`config.mk`:
```
export PLATFORM = sky130hd
export DESIGN_NAME = ps2_rx_fifo
export DESIGN_NICKNAME = d
export VERILOG_FILES = /design/src/rtl/ps2_rx_fifo.sv
export SDC_FILE = /design/constraint.sdc
export NUM_CORES = 1
export LEC_CHECK = 0
export CAP_MARGIN = 20
export CORE_AREA = 2 2 99 101
export DETAILED_ROUTE_END_ITERATION = 10
export DIE_AREA = 0 0 101 103
export DONT_BUFFER_PORTS = 1
export PLACE_DENSITY = 0.72
export SYNTH_ARGS = -nofsm -noshare
export SYNTH_HDL_FRONTEND = slang
export SYNTH_SLANG_ARGS = --single-unit
```
`constraint.sdc`:
```
create_clock -name clk -period 2.9 [get_ports clk]
set_clock_uncertainty 0.15 [all_clocks]
set_input_delay 0.725 -clock clk [delete_from_list [all_inputs] [get_ports clk]]
set_output_delay 0.725 -clock clk [all_outputs]
set_load 0.05 [all_outputs]
```
`src/rtl/ps2_rx_fifo.sv`:
```
// PS/2 device-to-host receiver: pin synchroniser, 11-bit frame deserialiser with
// start/parity/stop/timeout checking, and a show-ahead scan-code FIFO.
module ps2_rx_fifo #(
    parameter int WORD_SIZE      = 64,
    parameter int FIFO_DEPTH     = 8,
    parameter int TIMEOUT_CYCLES = 5000,
    parameter int CNT_W          = $clog2(FIFO_DEPTH + 1)
) (
    input  logic                 clk,
    input  logic                 rst,
    input  logic                 kbdClk,
    input  logic                 kbdDataIn,
    output logic [WORD_SIZE-1:0] dataOut,
    output logic                 dataValid,
    input  logic                 dataReady,
    output logic [CNT_W-1:0]     count,
    output logic                 overflow,
    input  logic                 clrOverflow,
    output logic                 frameErr,
    output logic [1:0]           dbgState
);

    localparam int PTR_W = $clog2(FIFO_DEPTH);
    localparam int TO_W  = $clog2(TIMEOUT_CYCLES + 1);

    typedef enum logic [1:0] {
        IDLE   = 2'd0,
        DATA   = 2'd1,
        PARITY = 2'd2,
        STOP   = 2'd3
    } rxStateT;

    // ---------------- pin synchroniser ----------------
    logic [1:0] clkSyncQ;
    logic [1:0] dataSyncQ;
    logic       clkPrev;
    logic       fallEdge;
    logic       bitIn;

    // Flops reset to the idle bus level so release never looks like an edge.
    always_ff @(posedge clk or negedge rst) begin
        if (!rst) begin
            clkSyncQ  <= 2'b11;
            dataSyncQ <= 2'b11;
            clkPrev   <= 1'b1;
        end else begin
            clkSyncQ  <= {clkSyncQ[0], kbdClk};
            dataSyncQ <= {dataSyncQ[0], kbdDataIn};
            clkPrev   <= clkSyncQ[1];
        end
    end

    assign fallEdge = clkPrev & ~clkSyncQ[1];
    assign bitIn    = dataSyncQ[1];

    // ---------------- frame FSM ----------------
    rxStateT        state, stateN;
    logic [2:0]     bitCnt, bitCntN;
    logic [7:0]     shiftQ, shiftN;
    logic           parityQ, parityN;
    logic [TO_W-1:0] toCnt, toCntN;
    logic           pushReq;
    logic           errDet;

    always_ff @(posedge clk or negedge rst) begin
        if (!rst) begin
            state    <= IDLE;
            bitCnt   <= '0;
            shiftQ   <= '0;
            parityQ  <= 1'b0;
            toCnt    <= '0;
            frameErr <= 1'b0;
        end else begin
            state    <= stateN;
            bitCnt   <= bitCntN;
            shiftQ   <= shiftN;
            parityQ  <= parityN;
            toCnt    <= toCntN;
            frameErr <= errDet;
        end
    end

    always_comb begin
        stateN  = state;
        bitCntN = bitCnt;
        shiftN  = shiftQ;
        parityN = parityQ;
        toCntN  = toCnt;
        pushReq = 1'b0;
        errDet  = 1'b0;
        if (state != IDLE) begin
            toCntN = toCnt + 1'b1;
        end
        if (fallEdge) begin
            toCntN = '0;
            case (state)
                IDLE: begin
                    if (!bitIn) begin
                        stateN  = DATA;
                        bitCntN = '0;
                        shiftN  = '0;
                    end else begin
                        errDet = 1'b1;
                    end
                end
                DATA: begin
                    shiftN  = {bitIn, shiftQ[7:1]};
                    bitCntN = bitCnt + 1'b1;
                    if (bitCnt == 3'd7) begin
                        stateN = PARITY;
                    end
                end
                PARITY: begin
                    parityN = bitIn;
                    stateN  = STOP;
                end
                STOP: begin
                    // Odd parity over data plus parity bit, and a high stop bit.
                    if (bitIn && ((^shiftQ) ^ parityQ)) begin
                        pushReq = 1'b1;
                    end else begin
                        errDet = 1'b1;
                    end
                    stateN = IDLE;
                end
                default: stateN = IDLE;
            endcase
        end else if (state != IDLE && toCnt == TO_W'(TIMEOUT_CYCLES - 1)) begin
            stateN = IDLE;
            toCntN = '0;
            errDet = 1'b1;
        end
    end

    assign dbgState = state;

    // ---------------- scan-code FIFO ----------------
    // Handshake: dataValid is high whenever the FIFO holds a byte and dataOut is
    // the head; the head is consumed on any rising edge with dataValid && dataReady.
    // dataValid never depends on dataReady, and dataOut is zero while empty.
    logic [7:0]       mem [FIFO_DEPTH];
    logic [PTR_W-1:0] rdPtr;
    logic [PTR_W-1:0] wrPtr;
    logic [CNT_W-1:0] cnt;
    logic             full;
    logic             doPop;
    logic             doPush;
    logic             drop;

    assign full      = (cnt == CNT_W'(FIFO_DEPTH));
    assign dataValid = (cnt != '0);
    assign doPop     = dataValid & dataReady;
    assign doPush    = pushReq & (~full | doPop);
    assign drop      = pushReq & full & ~doPop;

    always_ff @(posedge clk) begin
        if (doPush) begin
            mem[wrPtr] <= shiftQ;
        end
    end

    always_ff @(posedge clk or negedge rst) begin
        if (!rst) begin
            rdPtr    <= '0;
            wrPtr    <= '0;
            cnt      <= '0;
            overflow <= 1'b0;
        end else begin
            if (doPush) begin
                wrPtr <= wrPtr + 1'b1;
            end
            if (doPop) begin
                rdPtr <= rdPtr + 1'b1;
            end
            case ({doPush, doPop})
                2'b10:   cnt <= cnt + 1'b1;
                2'b01:   cnt <= cnt - 1'b1;
                default: cnt <= cnt;
            endcase
            // A new drop outranks a clear requested in the same cycle.
            if (drop) begin
                overflow <= 1'b1;
            end else if (clrOverflow) begin
                overflow <= 1'b0;
            end
        end
    end

    assign count   = cnt;
    assign dataOut = dataValid ? {{(WORD_SIZE - 8){1'b0}}, mem[rdPtr]} : '0;

endmodule

```
==> summary.txt, run 1 <==
Timing
  – Minimum clock period after layout: ~2800 ps
  – # setup viols final: 0
  – Unrepaired setup endpoints after global routing: false
  – Worst-Margin Slew: 811 ps
  – Hold Vio Cnt, Final: 0
  – Setup TNS: 0 ps
  – Fin crit share: 96.5%
  – F_max: 357 MHz
  – Rel. slew slack: between 40% and 50%
  – Max-slew violations: 0

Cells and area
  – Sequential cell area: 0.00303 mm²
  – Footprint of the multi-input gates: 0.00174 mm²
  – Synth-to-Final Area Change: 7.48%
  – Commonest cells after routing, fill and taps aside: edfxtp_1 (64), conb_1 (56), dfrtp_1 (38)
  – N_diodes: 0
  – Fraction of layout cells with a size suffix above 1: between 20% and 30%
  – Non-filler cells, final: a little over 500
  – Most common cell after layout, fill and taps aside: edfxtp_1
  – Fillers: ~740
  – Final net count: 411

Synthesis
  – Avg Inst Size Synth: 14.0 µm²
  – Synth Cell Area: about 0.005 mm²
  – Yosys top cell by area: edfxtp_1
  – Synth top area cells: edfxtp_1 (38%), dfrtp_1 (19%), buf_4 (8.3%), mux4_2 (7.2%), ha_1 (3.0%)
  – Top flip-flop cell by instance count after synthesis: edfxtp_1
  – Synthesized netlist cell count: 359
  – EDFF count, synth: 64
  – Yosys reg bits: roughly 110
  – Synth cell types: 40
  – Synth top area share: 38.2%
  – Synth async-reset ratio: between 40 and 50%
  – Synth Warn #: 0
  – Seq/Total Area, Yosys: 60.1%

Placed design
  – GP Congestion: 0.810
  – Post-detail-place hpwl: between 5000 and 6000 µm
  – IO buf count: 0
  – Placed insts: 493

Worst setup path
  – Crit path max fanout: 9
  – Crit Reg-Reg Startpoint: shiftQ[3]
  – R2R depth: 11
  – Crit end category: output port
  – WP data required: ~2000 ps
  – Worst r2r dst: count[2]
  – Startpoint Class: flip-flop
  – Reg2reg setup slack: 180 ps
  – WP data arrival: ~1900 ps
  – Crit Path Class: reg2out

Die
  – Starting Density: roughly 53%
  – Io pins: 79
  – Die boundary width: a little over 100 µm
  – Rows: 36
  – Die Ht: 103 µm
  – Core region area: approximately 0.0095 mm²
  – Die area: 0.0104 mm²

Min path
  – Min-Delay Path Class: in2async

Status
  – Outcome: completed

Route
  – Via count: 2645
  – DRT iter0 DRCs: 96
  – Drt wl/cell: 16.1 µm
  – DR pass1 iterations: 4
  – DR vias/cell: 5.17
  – Routed wire length: 8270 µm
  – Detail Route Antenna Nets: 0
  – # DRC: 0

Clock tree
  – Clock transition at path regs: about 90 ps
  – # H-tree levels: 3
  – Num CTS Buffers: 9
  – Sink Count: about 110
  – CTS tree: done
  – Clock root buffer master: clkbuf_8
  – Clock Path Buffers: 2
  – Clk_lat worst skew: 350 ps

Pwr
  – Worst vdd ir: 0.538 mV
  – Total power: approximately 4.5 mW
  – P_leak: 2.22 nW
  – Pwr dens: ~840 mW/mm²

Global route
  – GRT Util Overall: approximately 17%
  – Largest net degree at the start of global routing: 40
  – Total grt overflow: 0
  – First-pass GRT wire length: 13300 µm
  – Vias in the first global route: roughly 2600
  – Initial antenna violation count: 0

Run
  – Max-Cap Viols: 0
==> worst max-delay path, stage by stage (launching register included) <==
cell     delay, ps
dfrtp_2        430
buf_12         160
mux4_2         500
mux2i_1        210
nor2_1          70
buf_4          190
==> how the worst max path moves through the flow <==
| stage | startpoint | endpoint | slack (ps) | cells past startpoint |
|---|---|---|---|---|
| floorplan | count[1] | count[2] | 70 | 10 |
| global placement | shiftQ[3] | count[2] | 210 | 11 |
| detailed placement | shiftQ[3] | count[2] | 140 | 11 |
| CTS | rdPtr[0] | dataOut[5] | 20 | 5 |
| global route | rdPtr[0] | dataOut[5] | 0.5 | 5 |
| finish | rdPtr[0] | dataOut[5] | 100 | 5 |
==> power by group <==
| group | internal [mW] | switching [mW] | leakage (nW) | total [mW] |
|---|---|---|---|---|
| sequential | 1.75 | 0.153 | 1.18 | 1.90 |
| combinational | 0.719 | 1.13 | 0.963 | 1.85 |
| clock | 0.318 | 0.480 | 0.0794 | 0.798 |
| total | 2.78 | 1.76 | 2.22 | 4.54 |
==> timing repair <==
| item | in CTS | in global routing |
|---|---|---|
| endpoints found under the setup margin | 5 | 5 |
| pin swaps | 0 | 0 |
| setup buffers | 0 | 2 |
| gates resized for setup | 1 | 2 |
| hold buffers | 1 | 0 |
| hold endpoints to repair | 39 | 0 |
==> metrics by stage <==
step	cell area, µm²	util, %	worst slack (ps)	hold slack (ps)
after floorplan	5250	-	73.5	195
after global placement	5200	55.0	210	195
after detailed placement	5200	55.0	136	199
after CTS	5390	57.0	16.7	35.5
after global routing	5410	57.2	0.528	18.7
final	5410	57.2	101	42.6
==> cells by family (layout without fill, tap and decap cells) <==
logic type,after synthesis,count (layout),share of synthesized area [%]
and+or+nand+nor,78,78,7.70
DFF,108,108,60.1
buffers and inverters,74,58,9.74
other,1,56,0.0745
muxes,30,30,10.2
AOI/OAI and AO/OA,29,29,4.07
xor gates and xnor gates,27,27,5.12
adders and majority gates,12,12,2.98
==> routing by layer <==
metal | vias up | part of all wire (%) | GRT usage [%]
met5 | - | 0 | 0
li1 | 1251 | - | -
met1 | 1329 | 43 | 21.6
met2 | 59 | 52 | 29.3
met4 | 0 | 0.97 | 4.57
met3 | 6 | 4.1 | 4.54
==> synthesized netlist by cell type (3+ instances only) <==
library cell   n
a22o_1        10
inv_1          6
o31ai_1        3
nor2_1        26
dfstp_2        5
clkbuf_1       8
dfrtp_1       39
edfxtp_1      64
buf_4         56
nand4_1        6
o21ai_0        6
mux2i_1        8
and3_1         3
xor2_1        11
nand2b_1       5
a21oi_1        3
mux4_2        16
mux2_2         5
nand3_1        8
ha_1          12
nand2_1       16
xnor2_1       14
o211ai_1       3
nor3_1         4
==> final cells by class <==
class	instances	area share (%)
Multi-Input combinational cell	232	32.2
Clock inverter	5	0.670
Inverter	6	0.416
Clock buffer	11	2.43
Timing Repair Buffer	36	5.69
Sequential cell	108	56.0
Tap cell	114	2.64
==> state kept, by name (all words and copies together), names as in the netlist <==
register,cells
mem,64
toCnt,13
shiftQ,8
count,4
bitCnt,3
rdPtr,3
wrPtr,3
clkSyncQ,2
dataSyncQ,2
dbgState,2
clkPrev,1
frameErr,1
overflow,1
parityQ,1
Power figures use the tool's default switching activity.
==> inputs of run 2 (changes only) <==
ABC_AREA = 1   (was not set)
CORE_AREA = 2 2 102 104   (was 2 2 99 101)
DIE_AREA = 0 0 104 106   (was 0 0 101 103)
==> run 2 against run 1 <==
Synthesized cell count rose by 45%; combinational power rose by 49%; worst setup slack got worse by 9.4 ps; sequential share of layout area fell by 4.6 points; sequential power fell by 3%; maximum frequency fell by 0.33%; total power rose by 20%; first-iteration DRC count rose by 100%; worst hold slack got worse by 8.0 ps; die area rose by 6.0%; global-route usage rose by 1.8 points; critical path type unchanged; largest power group is now combinational cells.
==> summary.txt, run 2 <==
Route
  – Routed wire length: 9770 µm (+18%)
  – DR pass1 iterations: 4 (unchanged)
  – DR vias/cell: 4.97 (-3.7%)
  – Detail Route Antenna Nets: 0 (unchanged)
  – # DRC: 0 (unchanged)
  – Via count: 3471 (+31%)
  – DRT iter0 DRCs: 195 (+100%)
  – Drt wl/cell: 14.0 µm (-13%)

Placed design
  – IO buf count: 0 (unchanged)
  – Dpl ws: 180 ps (+44.2 ps)
  – Dpl cell area: 0.00566 mm² (+8.9%)
  – Post-detail-place hpwl: 6530 µm (+18%)
  – GP Congestion: 0.855 (+5.5%)

Pwr
  – Pwr dens: 920 mW/mm² (+9.6%)
  – Worst vdd ir: 0.550 mV (+2.3%)
  – P_leak: 2.42 nW (+8.9%)
  – Total power: 5.44 mW (+20%)

Cells and area
  – Synth-to-Final Area Change: 11.4%
  – Sequential cell area: 0.00304 mm² (+0.25%)
  – Post-route cell area: 0.00591 mm² (+9.2%)
  – Footprint of the multi-input gates: 0.00192 mm² (+10%)
  – Top Registers: mem: 64 flops, toCnt: 13 flops, shiftQ: 8 flops
  – Most common cell after layout, fill and taps aside: nor2_1
  – Fraction of layout cells with a size suffix above 1: 17.8% (-3.1 points)
  – Number of flip-flops in the largest register: 64 (unchanged)
  – Top reg by flops: mem
  – Fillers: 835 (+13%)
  – Final net count: 575 (+40%)
  – Commonest cells after routing, fill and taps aside: nor2_1 (74), edfxtp_1 (64), conb_1 (56)
  – N_diodes: 0 (unchanged)

Clock tree
  – CTS tree: done
  – Clock root buffer master: clkbuf_8
  – Sink Count: 108 (unchanged)
  – Clk_lat worst skew: 370 ps (+20 ps)
  – # H-tree levels: 3 (unchanged)
  – Clock Path Buffers: 2 (unchanged)
  – Clock transition at path regs: 100 ps (about the same)
  – Num CTS Buffers: 9 (unchanged)

Global route
  – Vias in the first global route: 3302 (+27%)
  – Grt met1 use: 24.0% (+2.4 points)
  – First-pass GRT wire length: 16300 µm (+23%)
  – Routing usage on met3: 4.05% (-0.50 points)
  – Initial antenna violation count: 0 (unchanged)
  – GRT Util Overall: 18.8% (+1.8 points)
  – Busiest grt layer: met2
  – Total grt overflow: 0 (unchanged)
  – Largest net degree at the start of global routing: 40 (unchanged)
  – Grt met2 use: 32.4% (+3.1 points)

Min path
  – Min-Delay Path Class: in2async

Die
  – Die area: 0.0110 mm² (+6.0%)
  – Die Ht: 106 µm (+2.9%)
  – Die boundary width: 104 µm (+3.0%)
  – Core region area: 0.0100 mm² (+5.7%)
  – Rows: 37 (+2.8%)
  – Starting Density: 53.1% (-0.19 points)
  – Io pins: 79 (unchanged)

Synthesis
  – Yosys top cell by area: edfxtp_1
  – Synth Warn #: 0 (unchanged)
  – Most common cell in the synthesized netlist: nor2_1
  – Synth Cell Area: 0.00531 mm² (+5.3%)
  – Synth async-reset ratio: 40.7% (unchanged)
  – EDFF count, synth: 64 (unchanged)
  – Commonest cells in the netlist: nor2_1 (74), edfxtp_1 (64), buf_4 (57)
  – Avg Inst Size Synth: 10.2 µm² (-28%)
  – Seq/Total Area, Yosys: 57.1% (-3.1 points)
  – Synthesized netlist cell count: 522 (+45%)
  – Synth top area cells: edfxtp_1 (36%), dfrtp_1 (18%), buf_4 (8.1%), nor2_1 (5.2%), o21ai_0 (4.6%)
  – Synth top area share: 36.2% (-1.9 points)
  – Yosys reg bits: 108 (unchanged)
  – Top flip-flop cell by instance count after synthesis: edfxtp_1
  – Synth cell types: 38 (-5.0%)

Timing
  – Max-slew violations: 0 (unchanged)
  – Unrepaired setup endpoints after global routing: true
  – Hold Vio Cnt, Final: 0 (unchanged)
  – Fin crit share: 96.8% (+0.32 points)
  – Final setup margin: 91.7 ps (-9.37 ps)
  – Rel. slew slack: 59.7% (+14 points)
  – Worst-Margin Slew: 604 ps (-207 ps)
  – # setup viols final: 0 (unchanged)
  – F_max: 356 MHz (-0.33%)
  – Minimum clock period after layout: 2810 ps (+9.37 ps)

Worst setup path
  – Crit Reg-Reg Startpoint: shiftQ[7]
  – Startpoint Class: flip-flop
  – Crit end category: output port
  – Reg2reg setup slack: 230 ps (+50 ps)
  – WP data required: 2030 ps (about the same)
  – R2R depth: 17 (+6)
  – Worst r2r dst: count[2]
  – WP data arrival: 1930 ps (about the same)
  – Crit path max fanout: 32 (+23)
  – Crit Path Class: reg2out

Run
  – Max-Cap Viols: 0 (unchanged)

Status
  – Outcome: completed
-- run 2: layout make-up --
cell class / count / area share [%]
tap: 136 / 2.88
multi-input combinational: 348 / 32.4
inverter: 53 / 3.43
sequential: 108 / 51.4
clock buffer: 9 / 2.10
clock inverter: 7 / 0.868
timing repair buffer: 37 / 6.94
-- run 2: worst max path at each step --
stage                     startpoint         end  cells after the start
after floorplan             count[1]  dataOut[5]                      6
after global placement     dataReady    count[2]                     10
after detailed placement   shiftQ[3]    count[2]                     16
after CTS                   rdPtr[0]  dataOut[3]                      6
after global routing        rdPtr[0]  dataOut[3]                      6
final                       rdPtr[0]  dataOut[4]                      7
-- run 2: metrics by stage --
step	utilization, %	TNS [ps]	cells	hold slack [ps]
CTS	58.7	0	695	17.9
finish	59.1	0	698	34.6
global placement	56.6	0	678	197
floorplan	-	-67.5	577	195
detailed placement	56.6	0	678	203
global route	59.1	-165	698	9.97
-- run 2: cell families after synthesis --
kind of cell | after synthesis | share of synthesized area [%]
AND/OR/NAND/NOR | 174 | 15.3
buffers and inverters | 121 | 12.8
flip-flops | 108 | 57.1
AO/OA/AOI/OAI | 92 | 9.60
XOR/XNOR | 13 | 2.15
adder cells (fa/ha/maj) | 12 | 2.83
other | 1 | 0.0707
multiplexers | 1 | 0.189
-- run 2: worst max-delay path: stages, from the launching register on --
cell,delay (ps)
dfrtp_1,450
inv_1,110
buf_12,170
o21ai_0,170
o22ai_1,80
o21ai_0,310
a31oi_4,70
buf_12,190
-- run 2: routing by layer --
layer / vias up / wire (µm)
li1: 1719 / -
met5: - / 0
met2: 80 / 5100
met4: 0 / 97
met1: 1663 / 4070
met3: 9 / 502
-- run 2: where the power goes --
group / internal [mW] / switching, mW / total, mW
logic: 1.03 / 1.73 / 2.76
clock network: 0.315 / 0.512 / 0.827
registers: 1.75 / 0.104 / 1.85
-- run 2: timing repair --
item / 4_1_cts / 5_1_grt
setup buffers: 0 / 3
resized for setup: 3 / 10
hold buffers: 1 / 0
pin swaps: 0 / 1
gates cloned: 0 / 0
hold endpoints to repair: 39 / 0
setup endpoints to repair: 2 / 9
==> inputs of run 3 (changes only) <==
CORE_AREA = 3 3 103 105   (was 2 2 102 104)
DIE_AREA = 0 0 106 108   (was 0 0 104 106)
GPL_ROUTABILITY_DRIVEN = 1   (was not set)
==> run 3 against run 2 <==
Critical path type unchanged; maximum frequency rose by 1.2%; sequential power about the same; critical endpoint is now dataOut[6]; global-route usage fell by 0.31 points; first-iteration DRC count increased by 25%; clock power rose by 9.1%; worst hold slack got worse by 8.6 ps.
==> summary.txt, run 3 (synthesized netlist as in run 2, its figures left out) <==
Placed design
  – IO buf count: 0 (unchanged)
  – Post-detail-place hpwl: 7090 µm (+8.6%)
  – Placed insts: 675 (-0.44%)
  – GP Congestion: 0.840 (-1.7%)

Route
  – Routed wire length: 10400 µm (+6.7%)
  – DRT iter0 DRCs: 244 (+25%)
  – DR vias/cell: 5.05 (+1.6%)
  – Drt wl/cell: 14.9 µm (+6.6%)
  – Detail Route Antenna Nets: 0 (unchanged)
  – # DRC: 0 (unchanged)
  – Via count: 3533 (+1.8%)
  – DR pass1 iterations: 6 (+2)

Die
  – Die boundary width: 106 µm (+1.9%)
  – Io pins: 79 (unchanged)
  – Die area: 0.0114 mm² (+3.8%)
  – Core region area: 0.00973 mm² (-2.7%)
  – Starting Density: 54.5% (+1.5 points)
  – Die Ht: 108 µm (+1.9%)
  – Rows: 36 (-2.7%)

Global route
  – First-pass GRT wire length: 16500 µm (+1.1%)
  – Largest net degree at the start of global routing: 40 (unchanged)
  – Initial antenna violation count: 0 (unchanged)
  – Vias in the first global route: 3247 (-1.7%)
  – GRT Util Overall: 18.5% (-0.31 points)
  – Total grt overflow: 0 (unchanged)

Worst setup path
  – Critical-path cell list: inv_1, buf_12, nor2_1, o22ai_1, o21ai_0, a31oi_4, buf_12
  – Most frequent CP cell: buf_12
  – WP data arrival: 1900 ps (-30 ps)
  – Crit Path Class: reg2out
  – Crit-path leading delay family: compound AO/OA/AOI/OAI gates
  – Worst path buffer plus inverter count: 3 (unchanged)
  – Slowest cell on the critical path: dfrtp_2
  – Startpoint Class: flip-flop
  – Max stage delay on crit path: 450 ps (about the same)
  – Crit path max fanout: 32 (unchanged)
  – Crit end category: output port
  – WP data required: 2030 ps (about the same)

Clock tree
  – Num CTS Buffers: 9 (unchanged)
  – Sink Count: 108 (unchanged)
  – Clock transition at path regs: 100 ps (about the same)
  – Clk_lat worst skew: 370 ps (about the same)
  – Clock root buffer master: clkbuf_8
  – # H-tree levels: 3 (unchanged)
  – Clock Path Buffers: 2 (unchanged)
  – CTS tree: done

Timing
  – Minimum clock period after layout: 2770 ps (-33.8 ps)
  – Max-slew violations: 0 (unchanged)
  – Worst-Margin Slew: 610 ps (+6.27 ps)
  – F_max: 360 MHz (+1.2%)
  – Rel. slew slack: 59.3% (-0.42 points)
  – # setup viols final: 0 (unchanged)
  – Fin crit share: 95.7% (-1.2 points)
  – Setup TNS: 0 ps (unchanged)
  – Unrepaired setup endpoints after global routing: false
  – Hold Vio Cnt, Final: 0 (unchanged)

Cells and area
  – Top reg by flops: mem
  – N_diodes: 0 (unchanged)
  – Number of flip-flops in the largest register: 64 (unchanged)
  – Final net count: 579 (+0.70%)
  – Fraction of layout cells with a size suffix above 1: 19.1% (+1.3 points)
  – Sequential cell area: 0.00304 mm² (about the same)
  – Commonest cells after routing, fill and taps aside: nor2_1 (74), edfxtp_1 (64), conb_1 (56)
  – Fillers: 792 (-5.1%)
  – Most common cell after layout, fill and taps aside: nor2_1
  – Non-filler cells, final: 699 (+0.14%)
  – Footprint of the multi-input gates: 0.00193 mm² (+0.52%)
  – Synth-to-Final Area Change: 12.4%
  – Top Registers: mem: 64 flops, toCnt: 13 flops, shiftQ: 8 flops

Pwr
  – Worst vdd ir: 0.534 mV (-3.0%)
  – Sequential Power Share: 33.2% (-0.8 points)
  – Logic pwr share: 50.5% (-0.3 points)
  – Switching Share: 43.7% (+0.48 points)
  – Pwr dens: 929 mW/mm² (+0.97%)
  – Switch Pwr: 2.42 mW (+3.0%)
  – Clock Power Share: 16.3% (+1.1 points)
  – P_leak: 2.46 nW (+1.7%)
  – Cell-internal power: 3.12 mW (+0.99%)

Run
  – Max-Cap Viols: 0 (unchanged)

Min path
  – Min-Delay Path Class: in2async

Status
  – Outcome: completed
## run 3: routing by layer
layer  vias up  share of wire [%]  track usage [%]
met5         -                  0                0
met4         0                1.8             6.66
met3        18                5.0             2.69
met2       111                 52             32.6
met1      1680                 41             23.5
li1       1724                  -                -
## run 3: stage by stage
stage / utilization, % / cell area, µm² / setup WS (ps) / power [mW] / hold WS (ps)
final: 61.3 / 5960 / 125 / 5.54 / 26.0
after global routing: 61.3 / 5960 / 13.5 / 5.81 / 6.69
after global placement: 58.2 / 5660 / 268 / 4.54 / 196
after floorplan: - / 5620 / -67.5 / 3.74 / 195
after CTS: 60.5 / 5880 / 25.4 / 5.51 / 13.2
after detailed placement: 58.2 / 5660 / 56.5 / 4.60 / 198
## run 3: final cells by class
class,instances,share of cell area (%)
Clock buffer,9,2.08
Clock inverter,7,1.20
Inverter,53,3.34
Multi-Input combinational cell,348,32.3
Sequential cell,108,51.0
Tap cell,133,2.79
Timing Repair Buffer,41,7.32
## run 3: timing repair
action                                 in CTS  in global routing
hold buffers                                1                  0
setup endpoints to repair                   8                 10
endpoints found under the hold margin      39                  0
setup buffers                               0                  7
pin swaps                                   0                  1
gates resized for setup                     4                 14
## run 3: power groups by stage
stage	clock [mW]	sequential, mW	combinational, mW
after global placement	0	1.87	2.67
after floorplan	0	2.01	1.73
after detailed placement	0	1.88	2.72
after global routing	0.964	1.86	2.98
after CTS	0.908	1.85	2.75
final	0.902	1.84	2.80
## run 3: final timing paths
| path | from | endpoint | slack, ps | cells after the start |
|---|---|---|---|---|
| min | rst | dataSyncQ[1] | 30 | 0 |
| min reg2reg | dataSyncQ[0] | dataSyncQ[1] | 210 | 0 |
| max reg2reg | shiftQ[7] | count[2] | 270 | 17 |
| max in group asynchronous | rst | rdPtr[0] | 2350 | 1 |
| max | rdPtr[0] | dataOut[6] | 130 | 7 |
| min in group clk | kbdDataIn | dataSyncQ[0] | 180 | 0 |
